**src/rtl/bitrev_pair_feeder.sv**
```systemverilog
// rtl/bitrev_pair_feeder.sv - frame buffer feeding bit-reversed operand pairs to a radix-2 DIT butterfly
//
// Collects N = 2^logn complex samples in natural order (FILL), then presents them
// two at a time in bit-reversed order as butterfly operands a/b with a unity
// twiddle (DRAIN). Fill and drain never overlap.
//
// Ports:
//   clk, reset            clock, synchronous active-high reset
//   recv_val/recv_rdy     upstream sample handshake, recv_r/recv_c sample data
//   send_val/send_rdy     downstream operand-set handshake
//   ar, ac, br, bc        operands a and b (real/imag), zero when send_val=0
//   wr, wc                twiddle (1.0 + 0j), zero when send_val=0

module bitrev_pair_feeder #(
    parameter int n    = 32,
    parameter int d    = 16,
    parameter int logn = 3
) (
    input  logic         clk,
    input  logic         reset,
    input  logic         recv_val,
    output logic         recv_rdy,
    input  logic [n-1:0] recv_r,
    input  logic [n-1:0] recv_c,
    output logic         send_val,
    input  logic         send_rdy,
    output logic [n-1:0] ar,
    output logic [n-1:0] ac,
    output logic [n-1:0] br,
    output logic [n-1:0] bc,
    output logic [n-1:0] wr,
    output logic [n-1:0] wc
);

    localparam int N  = 1 << logn;
    localparam int LW = logn;
    // Pair index needs logn-1 bits; for logn=1 keep one bit that stays at 0.
    localparam int PW = (logn > 1) ? logn - 1 : 1;

    localparam logic [LW-1:0] CNT_LAST = LW'(N - 1);
    localparam logic [PW-1:0] P_LAST   = PW'(N / 2 - 1);
    localparam logic [n-1:0]  W_ONE    = {{(n-1){1'b0}}, 1'b1} << d;

    typedef enum logic {FILL, DRAIN} state_t;

    state_t        state_q, state_d;
    logic [LW-1:0] cnt_q, cnt_d;
    logic [PW-1:0] p_q, p_d;

    logic [n-1:0]  buf_r_q [N];
    logic [n-1:0]  buf_c_q [N];

    logic          recv_fire;
    logic          send_fire;
    logic [LW-1:0] even_idx;
    logic [LW-1:0] odd_idx;
    logic [LW-1:0] a_idx;
    logic [LW-1:0] b_idx;

    function automatic logic [LW-1:0] bitrev(input logic [LW-1:0] x);
        logic [LW-1:0] r;
        for (int i = 0; i < LW; i++) begin
            r[i] = x[LW-1-i];
        end
        return r;
    endfunction

    always_comb begin
        recv_rdy  = !reset && (state_q == FILL);
        send_val  = !reset && (state_q == DRAIN);
        recv_fire = recv_val && recv_rdy;
        send_fire = send_val && send_rdy;

        state_d = state_q;
        cnt_d   = cnt_q;
        p_d     = p_q;

        case (state_q)
            FILL: begin
                if (recv_fire) begin
                    if (cnt_q == CNT_LAST) begin
                        state_d = DRAIN;
                        cnt_d   = '0;
                        p_d     = '0;
                    end else begin
                        cnt_d = cnt_q + 1'b1;
                    end
                end
            end
            DRAIN: begin
                if (send_fire) begin
                    if (p_q == P_LAST) begin
                        state_d = FILL;
                        p_d     = '0;
                    end else begin
                        p_d = p_q + 1'b1;
                    end
                end
            end
            default: state_d = FILL;
        endcase
    end

    // Operand indices: a = bitrev(2p), b = bitrev(2p+1).
    always_comb begin
        even_idx = LW'({p_q, 1'b0});
        odd_idx  = even_idx | LW'(1);
        a_idx    = bitrev(even_idx);
        b_idx    = bitrev(odd_idx);
    end

    always_comb begin
        ar = '0;
        ac = '0;
        br = '0;
        bc = '0;
        wr = '0;
        wc = '0;
        if (send_val) begin
            ar = buf_r_q[a_idx];
            ac = buf_c_q[a_idx];
            br = buf_r_q[b_idx];
            bc = buf_c_q[b_idx];
            wr = W_ONE;
        end
    end

    always_ff @(posedge clk) begin
        if (reset) begin
            state_q <= FILL;
            cnt_q   <= '0;
            p_q     <= '0;
        end else begin
            state_q <= state_d;
            cnt_q   <= cnt_d;
            p_q     <= p_d;
        end
    end

    // Sample buffer is deliberately not reset; a reset simply restarts the fill.
    always_ff @(posedge clk) begin
        if (recv_fire) begin
            buf_r_q[cnt_q] <= recv_r;
            buf_c_q[cnt_q] <= recv_c;
        end
    end

endmodule
```
**config.mk**
```make
export PLATFORM = sky130hd
export DESIGN_NAME = bitrev_pair_feeder
export DESIGN_NICKNAME = d
export VERILOG_FILES = /design/src/rtl/bitrev_pair_feeder.sv
export SDC_FILE = /design/constraint.sdc
export NUM_CORES = 1
export LEC_CHECK = 0
export ABC_AREA = 1
export CORE_MARGIN = 2
export CORE_UTILIZATION = 60
export CTS_CLUSTER_SIZE = 28
export DETAILED_ROUTE_END_ITERATION = 7
export PLACE_DENSITY = 0.85
export REMOVE_ABC_BUFFERS = 1
export SETUP_SLACK_MARGIN = 0.15
export SLEW_MARGIN = 40
export SYNTH_ARGS = -nofsm -noshare
export SYNTH_HDL_FRONTEND = slang
export SYNTH_SLANG_ARGS = --single-unit
```
**constraint.sdc**
```tcl
create_clock -name clk -period 19 [get_ports clk]
set_input_delay 3.8 -clock clk [delete_from_list [all_inputs] [get_ports clk]]
set_output_delay 3.8 -clock clk [all_outputs]
set_load 0.005 [all_outputs]
```
==> results of run 1 <==
-- metal layers --
metal  vias to the layer above  wire length [um]
met5                         -                13
met4                         2              1490
met3                       113              3750
met2                       691             23100
met1                      6323             17800
li1                       5988                 -
-- cell families (layout without fill, tap and decap cells) --
logic type               after synthesis  after routing
other                                  1             63
adder cells (fa/ha/maj)                3              3
AO/OA/AOI/OAI                        391            391
flip-flops                           520            520
AND/OR/NAND/NOR                      545            545
buffers and inverters                174            318
-- placed cells by master, fill, tap and decap left out, types with 3 or more instances in the layout --
| master | count |
|---|---|
| buf_6 | 7 |
| buf_4 | 10 |
| clkbuf_16 | 49 |
| nand3_1 | 4 |
| a21oi_1 | 132 |
| nor2_1 | 518 |
| clkbuf_1 | 7 |
| clkinvlp_4 | 3 |
| nor2_4 | 6 |
| clkdlybuf4s50_1 | 198 |
| clkinv_1 | 16 |
| dfxtp_1 | 6 |
| conb_1 | 63 |
| inv_1 | 9 |
| o21ai_0 | 249 |
| clkinv_2 | 9 |
| o21ai_1 | 10 |
| edfxtp_1 | 512 |
| nand2_1 | 12 |
| buf_8 | 4 |
| ha_1 | 3 |
-- sequential cells by signal, summed over array words and instances (netlist names), named ones only --
name / cells
buf_r_q: 256
buf_c_q: 256
cnt_q: 3
p_q: 2
state_q: 1
-- metrics by stage --
step	util	hold slack (ps)	worst slack [ps]
global route	0.706	653	8750
floorplan	-	517	6800
finish	0.706	597	8830
detailed placement	0.664	568	8660
global placement	0.660	540	8850
CTS	0.705	587	8650
-- power groups by stage --
stage	clock network, mW	registers, mW	logic [mW]
2_1_floorplan	0	1.31	0.0205
3_3_place_gp	0	1.30	0.0561
3_5_place_dp	0	1.30	0.0609
4_1_cts	0.879	1.28	0.0613
5_1_grt	0.929	1.28	0.0683
6_report	0.870	1.28	0.0618
-- worst max path at each step --
stage / slack [ps] / from / cells after the start / end
global placement: 8850 / reset / 6 / bc[26]
finish: 8830 / reset / 6 / bc[24]
floorplan: 6800 / register / 3 / ar[30]
global route: 8750 / reset / 6 / bc[24]
detailed placement: 8660 / reset / 6 / bc[24]
CTS: 8650 / reset / 6 / bc[24]
-- final cells by class --
cell class | count | area share
sequential | 520 | 0.642
multi-input combinational | 1002 | 0.180
timing repair buffer | 222 | 0.0938
clock buffer | 56 | 0.0518
tap | 455 | 0.0235
clock inverter | 29 | 0.00651
inverter | 11 | 0.00222
-- critical path, delay by kind of cell --
family / cells / cell delay, ps
compound gates: 1 / 140
buf+inv: 4 / 1720
simple gates: 1 / 550
==> summary.txt, run 1 <==
Run status
  • Status: completed

Worst setup path
  • Path depth of the worst reg2reg path: 6
  • Worst R2R Start: state_q
  • Reg2reg setup slack: 16340 ps
  • Crit path DAT: 6370 ps
  • Largest stage delay on the critical path: 560 ps
  • Worst Setup End Kind: output pin
  • Crit Path Class: input pin to output pin
  • Slowest cell on the critical path: buf_6
  • Crit-path most repeated cell: clkdlybuf4s50_1
  • CP required: 15200 ps
  • Worst-path fanout max: 76
  • Startpoint Class: input pin
  • Worst r2r dst: buf_r_q[1][3]
  • CP Cell Sequence: clkdlybuf4s50_1 > inv_1 > nand2_4 > buf_6 > a21oi_1 > clkdlybuf4s50_1

Power
  • Pwr Total: 2.21 mW
  • P_leak: 8.14 nW
  • Comb power frac: 0.028
  • P per Cell Area: 91.4 nW/um^2
  • Clock share of power: 0.393
  • Reg power frac: 0.579
  • Internal power: 1.78 mW
  • Maximum vdd drop: 0.0000774 V
  • Switching power: 0.432 mW
  • Switching portion of total power: 0.196

Logic synthesis
  • Most frequent cell after synthesis: nor2_1
  • Synth top area cells: edfxtp_1, nor2_1, o21ai_0
  • Area leader, netlist: edfxtp_1
  • Synth Area in Simple Gates: 0.0991
  • Mux contribution to synthesized area: 0
  • Synthesized area per cell: 12.7 um^2
  • Synth Area in Adders: 0.00181
  • Compound-Gate Fraction of Synth Area: 0.0942
  • Synth Register Bits: 520
  • Async SR Flop Fraction: 0
  • Sequential fraction of the synthesis area: 0.748
  • Main flop type after synthesis: edfxtp_1
  • Cells after Synth: 1634
  • Synth Area in XOR/XNOR: 0
  • Synth top area share: 0.740
  • Most frequent cells after synthesis: nor2_1, edfxtp_1, o21ai_0
  • Post-synth EDFFs: 512
  • Netlist Area Pre-Place: 20800 um^2
  • Ys Warns: 0
  • Largest family of logic cells by synthesized area: simple AND/OR/NAND/NOR gates
  • Netlist cell types: 22

Layout
  • Final instance area: 24200 um^2
  • Sequential Area: 15500 um^2
  • Multi-input logic area: 4350 um^2
  • # fillers: 2221
  • Post-Layout Cell Count: 2295
  • Layout cells sized above 1: 0.0543
  • Layout net count: 1877
  • Area grow syn2layout: 16.5%
  • N_diodes: 0

Hold path
  • Hold path startpoint: p_q[1]
  • Hold Path Depth: 4
  • Worst hold path type: register to register

Placement
  • Post-DP HPWL: 25.6 mm
  • Placed Area: 22800 um^2
  • Input/output buffers: 198
  • Last weighted congestion value of the routability-driven placer: 0.798
  • Placed insts: 2210

Route
  • Vias: 13100
  • Remaining antenna violation count after routing: 0
  • Routed WL per cell: 20.1 um
  • Drt total wl: 46.1 mm
  • Via density: 5.72
  • Starting DRT DRC Count: 1287
  • Pre-Repair DR Iteration Count: 5
  • DRC: 0

STA
  • Maximum clock rate: 98.3 MHz
  • Period minus WS final: 10170 ps
  • Worst slew pin tran: 799 ps
  • Setup Viol. Count Final: 0
  • Clock Skew: 6.57 ps
  • Rel. slew slack: 0.467
  • Final period util: 0.535
  • RSZ-0062 raised after global routing: no
  • Post-Route Setup TNS: 0 ps
  • Final slew viol count: 0
  • Final Hold Viols: 0

Global routing
  • Initial antenna violation count: 1
  • Met3 Use GR: 0.0397
  • Met2 track demand over resource: 0.430
  • Busiest grt layer: met2
  • Met1 GRT Util: 0.338
  • Residual overflow from global routing: 0
  • Tot GR Track Use: 0.254
  • First-pass GRT wire length: 70.4 mm
  • Vias in the first global route: 12800
  • Largest net degree at the start of global routing: 134

Clock network
  • Clock slew at reported path FFs: 60 ps
  • Max Root-Sink Buffers: 3
  • H-Tree Depth: 2
  • Clk_lat worst skew: 540 ps
  • CTS root buffer: clkbuf_16
  • Hold Buf Count CTS: 0
  • CTS resizes: 0
  • CTS tree: built
  • Clk sinks: 520
  • Post-CTS setup buffers: 0
  • Num CTS Buffers: 49

Die
  • Die footprint: 36100 um^2
  • I/O pin count: 262
  • Die width: 190 um
  • Core ar.: 34300 um^2
  • Initial Utilization: 0.606
  • Number of core rows: 68
  • Die H: 190 um

Job
  • Max-Cap Viols: 0
Power figures use the tool's default switching activity.
==> inputs of run 2 (changes only) <==
--- a/config.mk
+++ b/config.mk
@@ -7,10 +7,10 @@
 export LEC_CHECK = 0
 export ABC_AREA = 1
 export CORE_MARGIN = 2
-export CORE_UTILIZATION = 60
+export CORE_UTILIZATION = 55
 export CTS_CLUSTER_SIZE = 28
 export DETAILED_ROUTE_END_ITERATION = 7
-export PLACE_DENSITY = 0.85
+export PLACE_DENSITY = 0.79
 export REMOVE_ABC_BUFFERS = 1
 export SETUP_SLACK_MARGIN = 0.15
 export SLEW_MARGIN = 40
==> constraint.sdc (replaced) <==
create_clock -name clk -period 9.53 [get_ports clk]
set_input_delay 1.906 -clock clk [delete_from_list [all_inputs] [get_ports clk]]
set_output_delay 1.906 -clock clk [all_outputs]
set_load 0.005 [all_outputs]
==> summary.txt, run 2 (synthesized netlist as in run 1, its figures left out) <==
Placement
  • Placed Area: 22800 um^2 (+0.15%)
  • Pre-CTS setup slack: 3230 ps (-5430 ps)
  • Last weighted congestion value of the routability-driven placer: 0.776 (-2.7%)
  • Post-DP HPWL: 25.1 mm (-2.0%)
  • Input/output buffers: 198 (unchanged)

Clock network
  • Clock slew at reported path FFs: 60 ps (about the same)
  • Num CTS Buffers: 50 (+2.0%)
  • Clk sinks: 520 (unchanged)
  • Post-CTS setup buffers: 0 (unchanged)
  • CTS resizes: 0 (unchanged)
  • CTS tree: built
  • Hold Buf Count CTS: 0 (unchanged)
  • Clk_lat worst skew: 570 ps (+30 ps)
  • CTS root buffer: clkbuf_16
  • Max Root-Sink Buffers: 3 (unchanged)
  • H-Tree Depth: 2 (unchanged)

Worst setup path
  • CP bufs+invs: 4 (unchanged)
  • CP Cell Sequence: clkdlybuf4s50_1 > inv_1 > nand2_8 > buf_4 > a21oi_1 > clkdlybuf4s50_1
  • Slowest cell on the critical path: buf_4
  • CP required: 7620 ps (-7580 ps)
  • Largest stage delay on the critical path: 630 ps (+70 ps)
  • Crit path max-delay family: buffers and inverters
  • Crit Path Class: input pin to output pin
  • Worst Setup End Kind: output pin
  • Worst-path fanout max: 75 (-1.3%)
  • Crit path DAT: 4390 ps (-1980 ps)
  • Startpoint Class: input pin
  • Crit-path most repeated cell: clkdlybuf4s50_1

STA
  • Worst slew pin tran: 843 ps (+44.2 ps)
  • Final worst slack: 3240 ps (-5590 ps)
  • Rel. slew slack: 0.438 (-0.0294)
  • Final slew viol count: 0 (unchanged)
  • Maximum clock rate: 159 MHz
  • RSZ-0062 raised after global routing: no
  • Final period util: 0.660
  • Clock Skew: 13.8 ps (+7.19 ps)
  • Final Hold Viols: 0 (unchanged)
  • Period minus WS final: 6290 ps
  • Setup Viol. Count Final: 0 (unchanged)

Route
  • Routed WL per cell: 19.6 um (-2.5%)
  • Drt total wl: 46.1 mm (about the same)
  • Remaining antenna violation count after routing: 0 (unchanged)
  • Via density: 5.50 (-3.8%)
  • DRC: 0 (unchanged)
  • Pre-Repair DR Iteration Count: 5 (unchanged)
  • Starting DRT DRC Count: 1088 (-15%)
  • Vias: 12900 (-1.3%)

Power
  • Maximum vdd drop: 0.000146 V (+89%)
  • Pwr Total: 4.52 mW (+100%)
  • P per Cell Area: 186 nW/um^2 (+100%)
  • P_leak: 8.19 nW (+0.53%)

Die
  • Initial Utilization: 0.555 (-0.0504)
  • Die H: 198 um (+4.4%)
  • Core ar.: 37400 um^2 (+9.1%)
  • Die width: 198 um (+4.4%)
  • Number of core rows: 71 (+4.4%)
  • Die footprint: 39300 um^2 (+8.9%)
  • I/O pin count: 262 (unchanged)

Layout
  • Sequential Area: 15500 um^2 (unchanged)
  • Largest regs: buf_c_q (256), buf_r_q (256), cnt_q (3)
  • Area grow syn2layout: 17.3%
  • Highest-count cells in the layout ignoring fill and taps: nor2_1, edfxtp_1, o21ai_0
  • Multi-input logic area: 4360 um^2 (+0.20%)
  • Layout cells sized above 1: 0.0565 (+0.00211)
  • Most common cell after layout, fill and taps aside: nor2_1
  • Final instance area: 24400 um^2 (+0.68%)
  • # fillers: 2625 (+18%)
  • Layout net count: 1877 (unchanged)

Job
  • Max-Cap Viols: 0 (unchanged)

Global routing
  • Initial antenna violation count: 1 (unchanged)
  • Largest net degree at the start of global routing: 140 (+4.5%)
  • Tot GR Track Use: 0.236 (-0.0177)
  • Vias in the first global route: 12600 (-1.4%)
  • First-pass GRT wire length: 70.1 mm (-0.50%)
  • Residual overflow from global routing: 0 (unchanged)

Hold path
  • Worst hold path type: register to register

Run status
  • Status: completed
==> run 2: path summary, 6_finish.rpt <==
check                 from  slack [ps]       endpoint  depth (start not counted)
setup / recovery     reset        3240         bc[31]                          6
hold / removal    cnt_q[2]         600       cnt_q[2]                          2
setup reg to reg   state_q        6870  buf_r_q[1][4]                          6
hold reg to reg   cnt_q[2]         600       cnt_q[2]                          2
==> run 2: final cells by class <==
type                    instances  share of cell area
inverters                      11             0.00221
well taps                     511              0.0262
clock buffers                  59              0.0536
multi-input cells            1002               0.179
flip-flops and latches        520               0.638
diodes                          1            0.000103
repair buffers                221              0.0921
clock inverters                29             0.00878
==> run 2: worst reg2reg max path, delay by kind of cell, from the launching register on <==
| kind | cells | cell delay (ps) |
|---|---|---|
| AND/OR/NAND/NOR | 4 | 1140 |
| buffers and inverters | 2 | 700 |
| flip-flops | 1 | 410 |
==> run 2: power breakdown <==
| part | total, mW | switching (mW) | internal (mW) | leakage (nW) |
|---|---|---|---|---|
| logic | 0.119 | 0.0795 | 0.0394 | 2.75 |
| clock network | 1.85 | 0.794 | 1.05 | 0.749 |
| registers | 2.55 | 0.00751 | 2.55 | 4.69 |
==> run 2: per-stage QoR <==
| stage | std cells | hold WS [ps] | TNS, ps | util |
|---|---|---|---|---|
| after floorplan | 1533 | 517 | -92340 | - |
| after global placement | 2260 | 535 | 0 | 0.607 |
| after detailed placement | 2264 | 583 | 0 | 0.610 |
| after CTS | 2352 | 603 | 0 | 0.650 |
| after global routing | 2353 | 626 | 0 | 0.651 |
| final | 2354 | 604 | 0 | 0.651 |
==> run 2: layer usage <==
layer	track usage	up-vias	wire (um)
li1	-	5994	-
met1	0.315	6261	18400
met2	0.389	604	22700
met3	0.0431	88	3800
met4	0.0933	0	1200
met5	0	-	0
==> inputs of run 3 (changes only) <==
--- a/config.mk
+++ b/config.mk
@@ -7,10 +7,10 @@
 export LEC_CHECK = 0
 export ABC_AREA = 1
 export CORE_MARGIN = 2
-export CORE_UTILIZATION = 55
+export CORE_UTILIZATION = 50
 export CTS_CLUSTER_SIZE = 28
 export DETAILED_ROUTE_END_ITERATION = 7
-export PLACE_DENSITY = 0.79
+export PLACE_DENSITY = 0.76
 export REMOVE_ABC_BUFFERS = 1
 export SETUP_SLACK_MARGIN = 0.15
 export SLEW_MARGIN = 40
==> constraint.sdc (replaced) <==
create_clock -name clk -period 5.3 [get_ports clk]
set_input_delay 1.06 -clock clk [delete_from_list [all_inputs] [get_ports clk]]
set_output_delay 1.06 -clock clk [all_outputs]
set_load 0.005 [all_outputs]
==> summary.txt, run 3 (synthesized netlist as in run 1, its figures left out) <==
Layout
  • Largest regs: buf_c_q (256), buf_r_q (256), cnt_q (3)
  • Most common cell after layout, fill and taps aside: nor2_1
  • Area grow syn2layout: 18.1%
  • Post-Layout Cell Count: 2378 (+1.0%)
  • Layout net count: 1879 (+0.11%)
  • Layout cells sized above 1: 0.0574 (+0.000961)
  • N_diodes: 0 (-1)
  • Highest-count cells in the layout ignoring fill and taps: nor2_1, edfxtp_1, o21ai_0
  • Final instance area: 24500 um^2 (+0.69%)

Die
  • Die H: 208 um (+4.8%)
  • Initial Utilization: 0.508 (-0.0478)
  • Number of core rows: 74 (+4.2%)
  • Die footprint: 43200 um^2 (+9.8%)
  • Die width: 208 um (+4.8%)
  • I/O pin count: 262 (unchanged)
  • Core ar.: 40900 um^2 (+9.4%)

Route
  • Pre-Repair DR Iteration Count: 5 (unchanged)
  • Remaining antenna violation count after routing: 0 (unchanged)
  • Via density: 5.45 (-0.98%)
  • Drt total wl: 47.0 mm (+2.0%)
  • DRC: 0 (unchanged)
  • Vias: 13000 (+0.031%)
  • Starting DRT DRC Count: 1247 (+15%)
  • Routed WL per cell: 19.8 um (+0.94%)

Job
  • Max-Cap Viols: 0 (unchanged)

Hold path
  • Hold Path Depth: 2 (unchanged)
  • Hold path startpoint: cnt_q[0]
  • Hold Path End: cnt_q[0]
  • Worst hold path type: register to register

Worst setup path
  • Worst-path fanout max: 64 (-15%)
  • CP Cell Sequence: inv_6 > buf_4 > nor2_1 > o21ai_0 > a21oi_1 > clkdlybuf4s50_1
  • Startpoint Class: register
  • CP required: 4240 ps (-3380 ps)
  • Crit Path Class: register to output pin
  • Reg2reg setup slack: 2730 ps (-4140 ps)
  • Largest stage delay on the critical path: 850 ps (+220 ps)
  • Crit path max-delay family: buffers and inverters
  • Worst Setup End Kind: output pin
  • CP bufs+invs: 3 (-1)
  • Crit path DAT: 3290 ps (-1100 ps)
  • Slowest cell on the critical path: dfxtp_4
  • Path depth of the worst reg2reg path: 6 (unchanged)
  • Worst r2r dst: buf_r_q[1][15]
  • Worst R2R Start: state_q

Clock network
  • CTS tree: built
  • CTS root buffer: clkbuf_16
  • Post-CTS setup buffers: 0 (unchanged)
  • Clk_lat worst skew: 590 ps (+20 ps)
  • H-Tree Depth: 2 (unchanged)
  • Max Root-Sink Buffers: 3 (unchanged)
  • Hold Buf Count CTS: 0 (unchanged)
  • CTS resizes: 0 (unchanged)
  • Clk sinks: 520 (unchanged)
  • Clock slew at reported path FFs: 60 ps (about the same)
  • Num CTS Buffers: 51 (+2.0%)

Power
  • Maximum vdd drop: 0.000315 V (+120%)
  • P_leak: 8.25 nW (+0.73%)
  • P per Cell Area: 338 nW/um^2 (+82%)
  • Pwr Total: 8.30 mW (+84%)

STA
  • Final Hold Viols: 0 (unchanged)
  • Min Hold Slack: 578 ps (-25.6 ps)
  • Maximum clock rate: 230 MHz
  • Rel. slew slack: 0.467 (+0.0292)
  • Clock Skew: 17.1 ps (+3.38 ps)
  • Period minus WS final: 4350 ps
  • Final worst slack: 945 ps (-2290 ps)
  • Setup Viol. Count Final: 0 (unchanged)
  • Final slew viol count: 0 (unchanged)
  • RSZ-0062 raised after global routing: no
  • Worst slew pin tran: 799 ps (-43.8 ps)
  • Final period util: 0.822

Global routing
  • Vias in the first global route: 12500 (-0.52%)
  • Residual overflow from global routing: 0 (unchanged)
  • Largest net degree at the start of global routing: 122 (-13%)
  • Initial antenna violation count: 1 (unchanged)
  • Tot GR Track Use: 0.215 (-0.0218)
  • First-pass GRT wire length: 71.6 mm (+2.2%)

Placement
  • Input/output buffers: 198 (unchanged)
  • Placed Area: 22900 um^2 (+0.32%)
  • Post-DP HPWL: 25.2 mm (+0.36%)
  • Placed insts: 2286 (+0.97%)
  • Pre-CTS setup slack: 826 ps (-2400 ps)
  • Last weighted congestion value of the routability-driven placer: 0.774 (-0.36%)

Run status
  • Status: completed
run 3: cell count changes in the layout (fill, tap and decap cells not counted), moves of 2 or more:
cell and delta:
clkinv_2 -2, bufinv_16 +2, buf_6 -5, buf_12 +5, buf_4 +2, buf_8 -2
run 3: how the worst max path moves through the flow:
stage                   from      to  slack, ps  cells after the start
floorplan           register  ar[30]      -4160                      3
global placement       reset  ar[30]        910                      6
detailed placement     reset  ar[25]        830                      6
CTS                 register  br[10]        700                      6
global route        register  ac[21]        700                      6
finish              register   ac[1]        950                      6
run 3: metrics by stage:
step / utilization / setup TNS (ps)
finish: 0.599 / 0
global route: 0.599 / 0
detailed placement: 0.559 / 0
CTS: 0.598 / 0
global placement: 0.558 / 0
floorplan: - / -671480
run 3: area by class of cell:
class                   count  area (um^2)
fillers                  3113        16400
flip-flops and latches    520        15500
multi-input cells        1002         4360
repair buffers            222         2300
clock buffers              61         1340
well taps                 532          666
clock inverters            30          275
inverters                  11         51.3
run 3: tightest hold or removal path, stage by stage (launching register included):
cell and delay [ps]:
dfxtp_1 330, o21ai_0 160, nor2_1 40
run 3: power breakdown:
part | leakage, nW | internal (mW) | switching, mW
clock | 0.787 | 2.03 | 1.46
combinational | 2.77 | 0.0710 | 0.145
sequential | 4.69 | 4.58 | 0.0131
run 3: layer usage:
metal	part of all wire	vias to the layer above	GRT usage
met1	0.41	6281	0.292
met5	0.00028	-	0
met3	0.081	68	0.0413
met4	0.020	2	0.0673
met2	0.49	602	0.353
li1	-	5998	-
